--- src/rtl/next_queue_ctrl.sv ---
// rtl/next_queue_ctrl.sv - NEXT-piece queue fed by a 7-bag randomizer, valid/req spawn handshake
// Optional feature macro: SEED_LOAD_EN (runtime LFSR seed load). Piece codes 0..6 = I,O,T,J,L,S,Z; 7 = BLANK.
module next_queue_ctrl #(
    parameter int          NEXT_COUNT = 5,
    parameter logic [15:0] LFSR_SEED  = 16'hACE1
) (
    input  logic                    clk_i,
    input  logic                    rst_l_i,
    input  logic                    game_restart_i,
    input  logic                    piece_req_i,
`ifdef SEED_LOAD_EN
    input  logic [15:0]             seed_i,
    input  logic                    seed_load_i,
`endif
    output logic                    piece_valid_o,
    output logic [2:0]              piece_type_o,
    output logic [3*NEXT_COUNT-1:0] pieces_queue_o
);
    localparam logic [2:0]    BLANK    = 3'd7;
    localparam logic [15:0]   SEED_RST = (LFSR_SEED == 16'h0) ? 16'hACE1 : LFSR_SEED;
    localparam int            CW       = $clog2(NEXT_COUNT + 1);
    localparam logic [CW-1:0] FULL     = CW'(NEXT_COUNT);
    localparam logic [CW-1:0] LAST     = CW'(NEXT_COUNT - 1);

    typedef enum logic [1:0] {FILL, READY, REFILL} state_t;

    state_t                         state_q, state_d;
    logic [NEXT_COUNT-1:0][2:0]     queue_q, queue_d;
    logic [CW-1:0]                  count_q, count_d;
    logic [6:0]                     used_q, used_d;
    logic                           valid_q, valid_d;
    logic [15:0]                    lfsr_q, lfsr_d;

    logic [2:0] start;
    logic [2:0] pick;
    logic [3:0] sum;
    logic [2:0] idx;
    logic [6:0] used_set;
    logic [6:0] used_pick;

    // Scan downwards so the last hit is the first free slot in circular order from start.
    always_comb begin
        start = (lfsr_q[2:0] == 3'd7) ? 3'd0 : lfsr_q[2:0];
        pick  = start;
        sum   = 4'd0;
        idx   = 3'd0;
        for (int k = 6; k >= 0; k--) begin
            sum = {1'b0, start} + 4'(k);
            idx = (sum >= 4'd7) ? 3'(sum - 4'd7) : sum[2:0];
            if (!used_q[idx]) begin
                pick = idx;
            end
        end
        used_set  = used_q | (7'b1 << pick);
        used_pick = (&used_set) ? 7'b0 : used_set;
    end

    always_comb begin
        lfsr_d = {1'b0, lfsr_q[15:1]} ^ (lfsr_q[0] ? 16'hB400 : 16'h0000);
`ifdef SEED_LOAD_EN
        if (seed_load_i) begin
            lfsr_d = (seed_i == 16'h0) ? 16'hACE1 : seed_i;
        end
`endif
    end

    always_comb begin
        state_d = state_q;
        queue_d = queue_q;
        count_d = count_q;
        used_d  = used_q;
        valid_d = valid_q;
        case (state_q)
            FILL: begin
                if (count_q < FULL) begin
                    queue_d[count_q] = pick;
                    count_d          = count_q + 1'b1;
                    used_d           = used_pick;
                    if (count_q == LAST) begin
                        state_d = READY;
                    end
                end else begin
                    state_d = READY;
                end
            end
            READY: begin
                if (piece_req_i && valid_q) begin
                    for (int i = 0; i < NEXT_COUNT - 1; i++) begin
                        queue_d[i] = queue_q[i+1];
                    end
                    queue_d[NEXT_COUNT-1] = BLANK;
                    count_d               = LAST;
                    valid_d               = 1'b0;
                    state_d               = REFILL;
                end else begin
                    valid_d = 1'b1;
                end
            end
            REFILL: begin
                queue_d[NEXT_COUNT-1] = pick;
                count_d               = FULL;
                used_d                = used_pick;
                valid_d               = 1'b1;
                state_d               = READY;
            end
            default: state_d = FILL;
        endcase
        // Restart wins over any pop or pick; the LFSR keeps running so games differ.
        if (game_restart_i) begin
            queue_d = {NEXT_COUNT{BLANK}};
            count_d = '0;
            used_d  = 7'b0;
            valid_d = 1'b0;
            state_d = FILL;
        end
    end

    always_ff @(posedge clk_i or negedge rst_l_i) begin
        if (!rst_l_i) begin
            state_q <= FILL;
            queue_q <= {NEXT_COUNT{BLANK}};
            count_q <= '0;
            used_q  <= 7'b0;
            valid_q <= 1'b0;
            lfsr_q  <= SEED_RST;
        end else begin
            state_q <= state_d;
            queue_q <= queue_d;
            count_q <= count_d;
            used_q  <= used_d;
            valid_q <= valid_d;
            lfsr_q  <= lfsr_d;
        end
    end

    assign piece_valid_o  = valid_q;
    assign piece_type_o   = queue_q[0];
    assign pieces_queue_o = queue_q;

endmodule

--- config.mk ---
export PLATFORM = sky130hd
export DESIGN_NAME = next_queue_ctrl
export DESIGN_NICKNAME = d
export VERILOG_FILES = /design/src/rtl/next_queue_ctrl.sv
export SDC_FILE = /design/constraint.sdc
export NUM_CORES = 1
export LEC_CHECK = 0
export BUFFER_PORTS_ARGS = -buffer_cell sky130_fd_sc_hd__buf_4
export CAP_MARGIN = 10
export CORE_MARGIN = 2
export CORE_UTILIZATION = 30
export DETAILED_ROUTE_END_ITERATION = 6
export PLACE_DENSITY = 0.42
export SETUP_SLACK_MARGIN = 0.2
export SYNTH_ARGS = -nofsm -noshare
export SYNTH_HDL_FRONTEND = slang
export SYNTH_SLANG_ARGS = --single-unit
--- constraint.sdc ---
create_clock -name clk_i -period 6.7 [get_ports clk_i]
set_clock_uncertainty 0.05 [all_clocks]
set_input_delay 0.67 -clock clk_i [delete_from_list [all_inputs] [get_ports clk_i]]
set_output_delay 0.67 -clock clk_i [all_outputs]
set_load 0.1 [all_outputs]
==> flow_summary.json, run 1 <==
{
  "outcome": "completed",
  "max-slew-margin-rel_pct": 43.0,
  "cts_hold_buf": 0,
  "placed_cell_area_um2": 3890,
  "dieWidth_um": 115,
  "num_vias": 3237,
  "grt_pass1_wl_um": 16700,
  "path_clk_slew_ns": 0.06,
  "hpwlAfterDp_um": 7210,
  "cts_max_path_buffers": 2,
  "fin_nets": 457,
  "r2r_slack_ns": 1.24,
  "min_path_cells": 0,
  "synth-main-ff-cell": "dfstp_2",
  "final_area_um2": 4070,
  "die_h_um": 115,
  "cts_buffers": 5,
  "met2_usage_pct": 25.5,
  "gp_congestion": 0.804,
  "cts_tree": "done",
  "htree_levels": 2,
  "rsz0062_at_grt": "no",
  "tns_ns": 0,
  "ys_ff_latch": 44,
  "critPathRequiredTime_ns": 6.81,
  "min-delay-start": "lfsr_q[9]",
  "path_class": "reg -> reg",
  "wire_per_inst_um": 16.9,
  "yosys_warnings": 0,
  "synthDominantCellAreaShare_pct": 16.4,
  "p_leak_nw": 1.70,
  "cap_violations": 0,
  "drt_iter0_drc": 233,
  "via_per_inst": 5.51,
  "core_um2": 12000,
  "setup_viol": 0,
  "rows": 40,
  "finalCriticalPeriod_ns": 5.46,
  "ant_nets": 0,
  "synthCells": 439,
  "drive_gt1_share_pct": 18.6,
  "totalWireLength_um": 9940,
  "gr-usage-met3_pct": 2.48,
  "yosysTopAreaCell": "dfstp_2",
  "cp-start-kind": "flop",
  "period_share_pct": 81.5,
  "max_freq_mhz": 183,
  "r2r_start": "lfsr_q[2]",
  "hold_path.class": "reg -> reg",
  "dieArea_um2": 13200,
  "critPathMaxStageDelay_ns": 0.90,
  "worstPathCellList": "or2b_2 -> inv_2 -> ha_1 -> ha_1 -> or4bb_1 -> o211ai_1 -> a311oi_1 -> nor2_1 -> o2111ai_1 -> a311oi_1 -> o21ai_1 -> o211ai_1 -> nand4_1 -> and4b_1 -> a211o_2 -> nor2_4 -> nor2_1",
  "root_buffer": "clkbuf_16",
  "grt.met1_usage_pct": 22.1,
  "hold_slack_ns": 0.302,
  "clock-sinks": 44,
  "antenna_found_initial": 0,
  "synth.net_count": 456,
  "path_buf_inv": 1,
  "fin_cells": 588,
  "dpl.cell_count": 580,
  "grt_max_degree": 45,
  "worst_setup_path_end_kind": "flop",
  "post_cts_resized": 0,
  "n_antenna_cell": 0,
  "cp_num_cells": 17,
  "rr_worst_depth": 17,
  "tightest_slew_ns": 0.854,
  "firstDrtPassIters": 4,
  "max-vdd-ir-drop_v": 0.000367,
  "hold_viol": 0,
  "grt-busiest-layer": "met2",
  "drc": 0,
  "io_buffer_count": 22,
  "area_growth_pct": 10.3,
  "power.density_nw_per_um2": 437,
  "first_global_vias": 3155,
  "path_delay_family": "simple AND/OR/NAND/NOR gates",
  "ios": 23,
  "yosysUniqueCellTypes": 76,
  "grt_usage_pct": 15.8,
  "slew_viol_final": 0,
  "post_cts.repair.setup_buffers": 0,
  "synth_area_um2": 3690,
  "arrival_ns": 5.57,
  "cp_max_fo": 25,
  "syn_avg_cell_area_um2": 8.40,
  "r2r_end": "used_q[5]",
  "synth_edf_count": 0,
  "ys_seq_area_share_pct": 30.6,
  "async_flop_share_pct": 100,
  "start_util_pct": 30.7,
  "hold_end": "lfsr_q[8]",
  "insertion_delay_ns": 0.28,
  "synthTopCellsByArea": "dfstp_2 16%, dfrtp_1 14%, nand2_1 4.6%",
  "cp_slowest_cell": "dfrtp_1",
  "overflow": 0
}
-- area by class of cell --
| cell class | count | area [um^2] |
|---|---|---|
| tap | 147 | 184 |
| clock buffer | 8 | 179 |
| sequential | 44 | 1130 |
| multi-input combinational | 341 | 2300 |
| inverter | 24 | 95.1 |
| fill | 1272 | 7950 |
| timing repair buffer | 24 | 180 |
-- sequential cells by signal, indices dropped and copies added, names as in the netlist --
register	count
piece_type_o	3
state_q	2
count_q	3
pieces_queue_o	12
lfsr_q	16
piece_valid_o	1
used_q	7
-- placed cells by master (no fill, tap or decap), drive strengths merged, types with 9 or more instances in the layout --
cell type   n
a21o        9
a21oi      25
a31oi       9
buf        24
dfrtp      21
dfstp      23
ha         12
inv        24
mux2i      16
nand2      45
nand2b      9
nor2       36
nor3       14
o211ai     11
o21ai      28
o31ai      12
-- routing by layer --
metal | share of wire, % | routed length [um]
met1 | 49 | 4870
met2 | 47 | 4640
met3 | 3.4 | 342
met4 | 0.88 | 87
met5 | 0 | 0
-- synth_stat cells (3+ instances only) --
cell	instances
nand2_1	45
o21ai_0	25
mux2i_1	16
and2_1	7
nand3_1	6
mux2_2	6
nand3b_1	3
a21oi_1	25
nor2b_1	7
a21o_1	9
ha_1	12
o211ai_1	11
o21ai_1	3
and3_1	3
xor2_1	4
buf_4	4
nor2_1	35
nand4_1	3
dfstp_2	23
nor4_1	4
a211o_1	3
inv_1	21
a311oi_1	5
nor3_1	14
o21bai_1	3
o31ai_1	12
buf_2	8
o211a_1	4
or2_2	3
a31oi_1	9
clkbuf_1	15
dfrtp_1	21
nand2b_1	9
a211oi_1	7
a22oi_1	3
-- cell families (layout without fill, tap and decap cells) --
family | count (synthesis) | in the layout | synth area share, %
buffers and inverters | 54 | 56 | 7.02
AO/OA/AOI/OAI | 149 | 149 | 29.1
XOR/XNOR | 7 | 7 | 2.07
AND/OR/NAND/NOR | 149 | 149 | 20.0
adder cells (fa/ha/maj) | 13 | 13 | 4.61
multiplexers | 23 | 23 | 6.58
flip-flops | 44 | 44 | 30.6
-- through the flow --
stage                     power, mW  util [%]  setup slack, ns
after global placement         1.50      32.4             1.32
after CTS                      1.79      33.9             1.21
after detailed placement       1.50      32.4             1.27
after floorplan                1.29         -             2.04
after global routing           1.89      33.9            0.766
final                          1.78      33.9             1.24
-- where the power goes --
group | internal, mW | switching (mW)
sequential | 0.375 | 0.113
combinational | 0.263 | 0.741
clock | 0.184 | 0.0985
total | 0.822 | 0.953
-- worst max-delay path by stage --
stage / endpoint / start / slack, ns
2_1_floorplan: used_q[1] / lfsr_q[1] / 2.04
3_3_place_gp: used_q[3] / lfsr_q[2] / 1.32
3_5_place_dp: used_q[5] / lfsr_q[2] / 1.27
4_1_cts: used_q[5] / lfsr_q[2] / 1.21
5_1_grt: used_q[4] / lfsr_q[2] / 0.77
6_report: used_q[5] / lfsr_q[2] / 1.24
Note: power is estimated with default switching activity, not from simulation.
==> run 2, diff against run 1 <==
--- a/config.mk
+++ b/config.mk
@@ -5,12 +5,13 @@
 export SDC_FILE = /design/constraint.sdc
 export NUM_CORES = 1
 export LEC_CHECK = 0
+export ABC_AREA = 1
 export BUFFER_PORTS_ARGS = -buffer_cell sky130_fd_sc_hd__buf_4
 export CAP_MARGIN = 10
 export CORE_MARGIN = 2
 export CORE_UTILIZATION = 30
 export DETAILED_ROUTE_END_ITERATION = 6
-export PLACE_DENSITY = 0.42
+export PLACE_DENSITY = 0.44
 export SETUP_SLACK_MARGIN = 0.2
 export SYNTH_ARGS = -nofsm -noshare
 export SYNTH_HDL_FRONTEND = slang
==> constraint.sdc (replaced) <==
create_clock -name clk_i -period 4.4 [get_ports clk_i]
set_clock_uncertainty 0.05 [all_clocks]
set_input_delay 0.44 -clock clk_i [delete_from_list [all_inputs] [get_ports clk_i]]
set_output_delay 0.44 -clock clk_i [all_outputs]
set_load 0.1 [all_outputs]
==> run 2 against run 1 <==
  * Clock-buffer cell count is 2 lower
  * Sequential cell count unchanged
  * Cell area is 8.7% lower
  * Sequential share of layout area rose by 2.7 points
  * Critical path type unchanged
==> flow_summary.json, run 2 <==
{
  "hold_path.class": "in -> async",
  "async_flop_share_pct": 100,
  "hold_viol": 0,
  "firstDrtPassIters": 4,
  "placed_cell_area_um2": 3570,
  "path_delay_family": "simple AND/OR/NAND/NOR gates",
  "ant_nets": 0,
  "final_cell_mix": "124 x nand2_1, 59 x inv_1, 49 x nand3_1",
  "max-slew-margin-rel_pct": 59.5,
  "worst_setup_path_end_kind": "flop",
  "yosys_warnings": 0,
  "fin_nets": 502,
  "power.density_nw_per_um2": 700,
  "pwr-share-comb_pct": 59.4,
  "slew_viol_final": 0,
  "dieArea_um2": 11800,
  "max_freq_mhz": 268,
  "grt_pass1_wl_um": 15100,
  "critPathMostFrequentCell": "nand2_1",
  "p_switching_mw": 1.48,
  "path_buf_inv": 4,
  "cts_hold_buf": 0,
  "path_class": "reg -> reg",
  "finalCriticalPeriod_ns": 3.74,
  "drt_iter0_drc": 209,
  "hpwlAfterDp_um": 6900,
  "period_share_pct": 84.9,
  "synth.most_common_cell": "nand2_1",
  "fillers": 1170,
  "synth_common_cells": "124 x nand2_1, 59 x inv_1, 49 x nand3_1",
  "synth-main-ff-cell": "dfstp_2",
  "syn_avg_cell_area_um2": 7.10,
  "outcome": "completed",
  "r2r_slack_ns": 0.66,
  "ff_latch_area_um2": 1130,
  "core_um2": 10800,
  "htree_levels": 2,
  "synth_area_um2": 3290,
  "final_common_cell": "nand2_1",
  "critPathMaxStageDelay_ns": 0.55,
  "via_per_inst": 4.85,
  "antenna_found_initial": 0,
  "startpoint": "lfsr_q[0]",
  "max-vdd-ir-drop_v": 0.000873,
  "clock-sinks": 44,
  "rr_worst_depth": 26,
  "cap_violations": 0,
  "root_buffer": "clkbuf_8",
  "n_antenna_cell": 0,
  "synthCells": 464,
  "cts_tree": "done",
  "totalWireLength_um": 9090,
  "multi_input_area_um2": 1830,
  "cp_slowest_cell": "dfstp_2",
  "grt_max_degree": 45,
  "pwr-share-clk_pct": 12.8,
  "hold_slack_ns": 0.0776,
  "synthDominantCellAreaShare_pct": 18.3,
  "p_leak_nw": 1.85,
  "gp_congestion": 0.925,
  "cts_max_path_buffers": 2,
  "die_h_um": 109,
  "area_growth_pct": 12.6,
  "synth.net_count": 481,
  "rows": 38,
  "wire_per_inst_um": 14.5,
  "regMostFlops": "lfsr_q",
  "cp-start-kind": "flop",
  "first_global_vias": 2932,
  "num_vias": 3033,
  "io_buffer_count": 22,
  "cts_buffers": 5,
  "start_util_pct": 30.5,
  "r2r_end": "used_q[2]",
  "rsz0062_at_grt": "no",
  "arrival_ns": 3.88,
  "dieWidth_um": 109,
  "yosysUniqueCellTypes": 39,
  "path_clk_slew_ns": 0.09,
  "critPathRequiredTime_ns": 4.54,
  "drive_gt1_share_pct": 19.8,
  "synthTopCellsByArea": "dfstp_2 18%, dfrtp_1 16%, nand2_1 14%",
  "p_sw_share_pct": 56.9,
  "drc": 0,
  "r2r_start": "lfsr_q[0]",
  "tightest_slew_ns": 0.604,
  "cp_max_fo": 7,
  "final_area_um2": 3710,
  "tns_ns": 0,
  "grt_usage_pct": 16.4,
  "p_seq_share_pct": 27.8,
  "synth_edf_count": 0,
  "ios": 23,
  "fin_util_pct": 34.4,
  "yosysTopAreaCell": "dfstp_2",
  "internal_power_mw": 1.12,
  "insertion_delay_ns": 0.30,
  "ys_ff_latch": 44,
  "largest_reg_flops": 16,
  "overflow": 0,
  "setup_viol": 0,
  "ys_seq_area_share_pct": 34.3,
  "power_mw": 2.60
}
[run 2: cell count changes after synthesis, sizes merged, moves of 9 or more]
cell,change
o31ai,-12
clkbuf,-11
nand2,+92
buf,-9
nor3,-13
inv,+48
o21ai,+14
nor2,-10
mux2i,-16
a21o,-9
nand2b,-9
nand3,+44
[run 2: layout make-up]
class	instances	share of cell area, %
clock buffer	6	2.23
clock inverter	2	1.05
inverter	72	7.28
multi-input combinational	338	49.4
sequential	44	30.4
tap	140	4.72
timing repair buffer	24	4.86
[run 2: worst max-delay path by stage]
stage | to | slack [ns] | cells past startpoint
2_1_floorplan | used_q[0] | 0.95 | 26
3_3_place_gp | used_q[0] | 0.39 | 26
3_5_place_dp | used_q[2] | 0.33 | 26
4_1_cts | used_q[2] | 0.31 | 26
5_1_grt | used_q[4] | 0.22 | 26
6_report | used_q[2] | 0.66 | 26
[run 2: cells by family (layout without fill, tap and decap cells)]
family                     after synthesis  count (layout)  synth area share (%)
and+or+nand+nor                        218             218                  29.2
xor gates and xnor gates                 8               8                  3.15
buffers and inverters                   82             104                  10.3
DFF                                     44              44                  34.3
AOI/OAI and AO/OA                       99              99                  17.9
adders and majority gates               13              13                  5.17
[run 2: routing by layer]
layer	wire length, um	GRT usage [%]	up-vias	share of wire (%)
li1	-	-	1553	-
met1	4390	22.7	1412	48
met2	4280	28.2	63	47
met3	380	1.43	5	4.2
met4	48	2.75	0	0.53
met5	0	0	-	0
[run 2: power by group through the flow]
| stage | Clock (mW) | Combinational, mW | Sequential (mW) |
|---|---|---|---|
| finish | 0.333 | 1.55 | 0.722 |
| global route | 0.364 | 1.69 | 0.740 |
| detailed placement | 0 | 1.55 | 0.727 |
| CTS | 0.344 | 1.56 | 0.724 |
| floorplan | 0 | 0.721 | 1.22 |
| global placement | 0 | 1.56 | 0.733 |
[run 2: repair_timing]
item	4_1_cts	5_1_grt
resized for setup	0	2
hold endpoints to repair	0	0
endpoints found under the setup margin	0	11
buffers inserted	0	2
[run 2: metrics by stage]
stage,instances,setup slack [ns]
5_1_grt,626,0.215
6_report,626,0.662
4_1_cts,624,0.308
3_5_place_dp,616,0.331
3_3_place_gp,616,0.388
2_1_floorplan,464,0.952
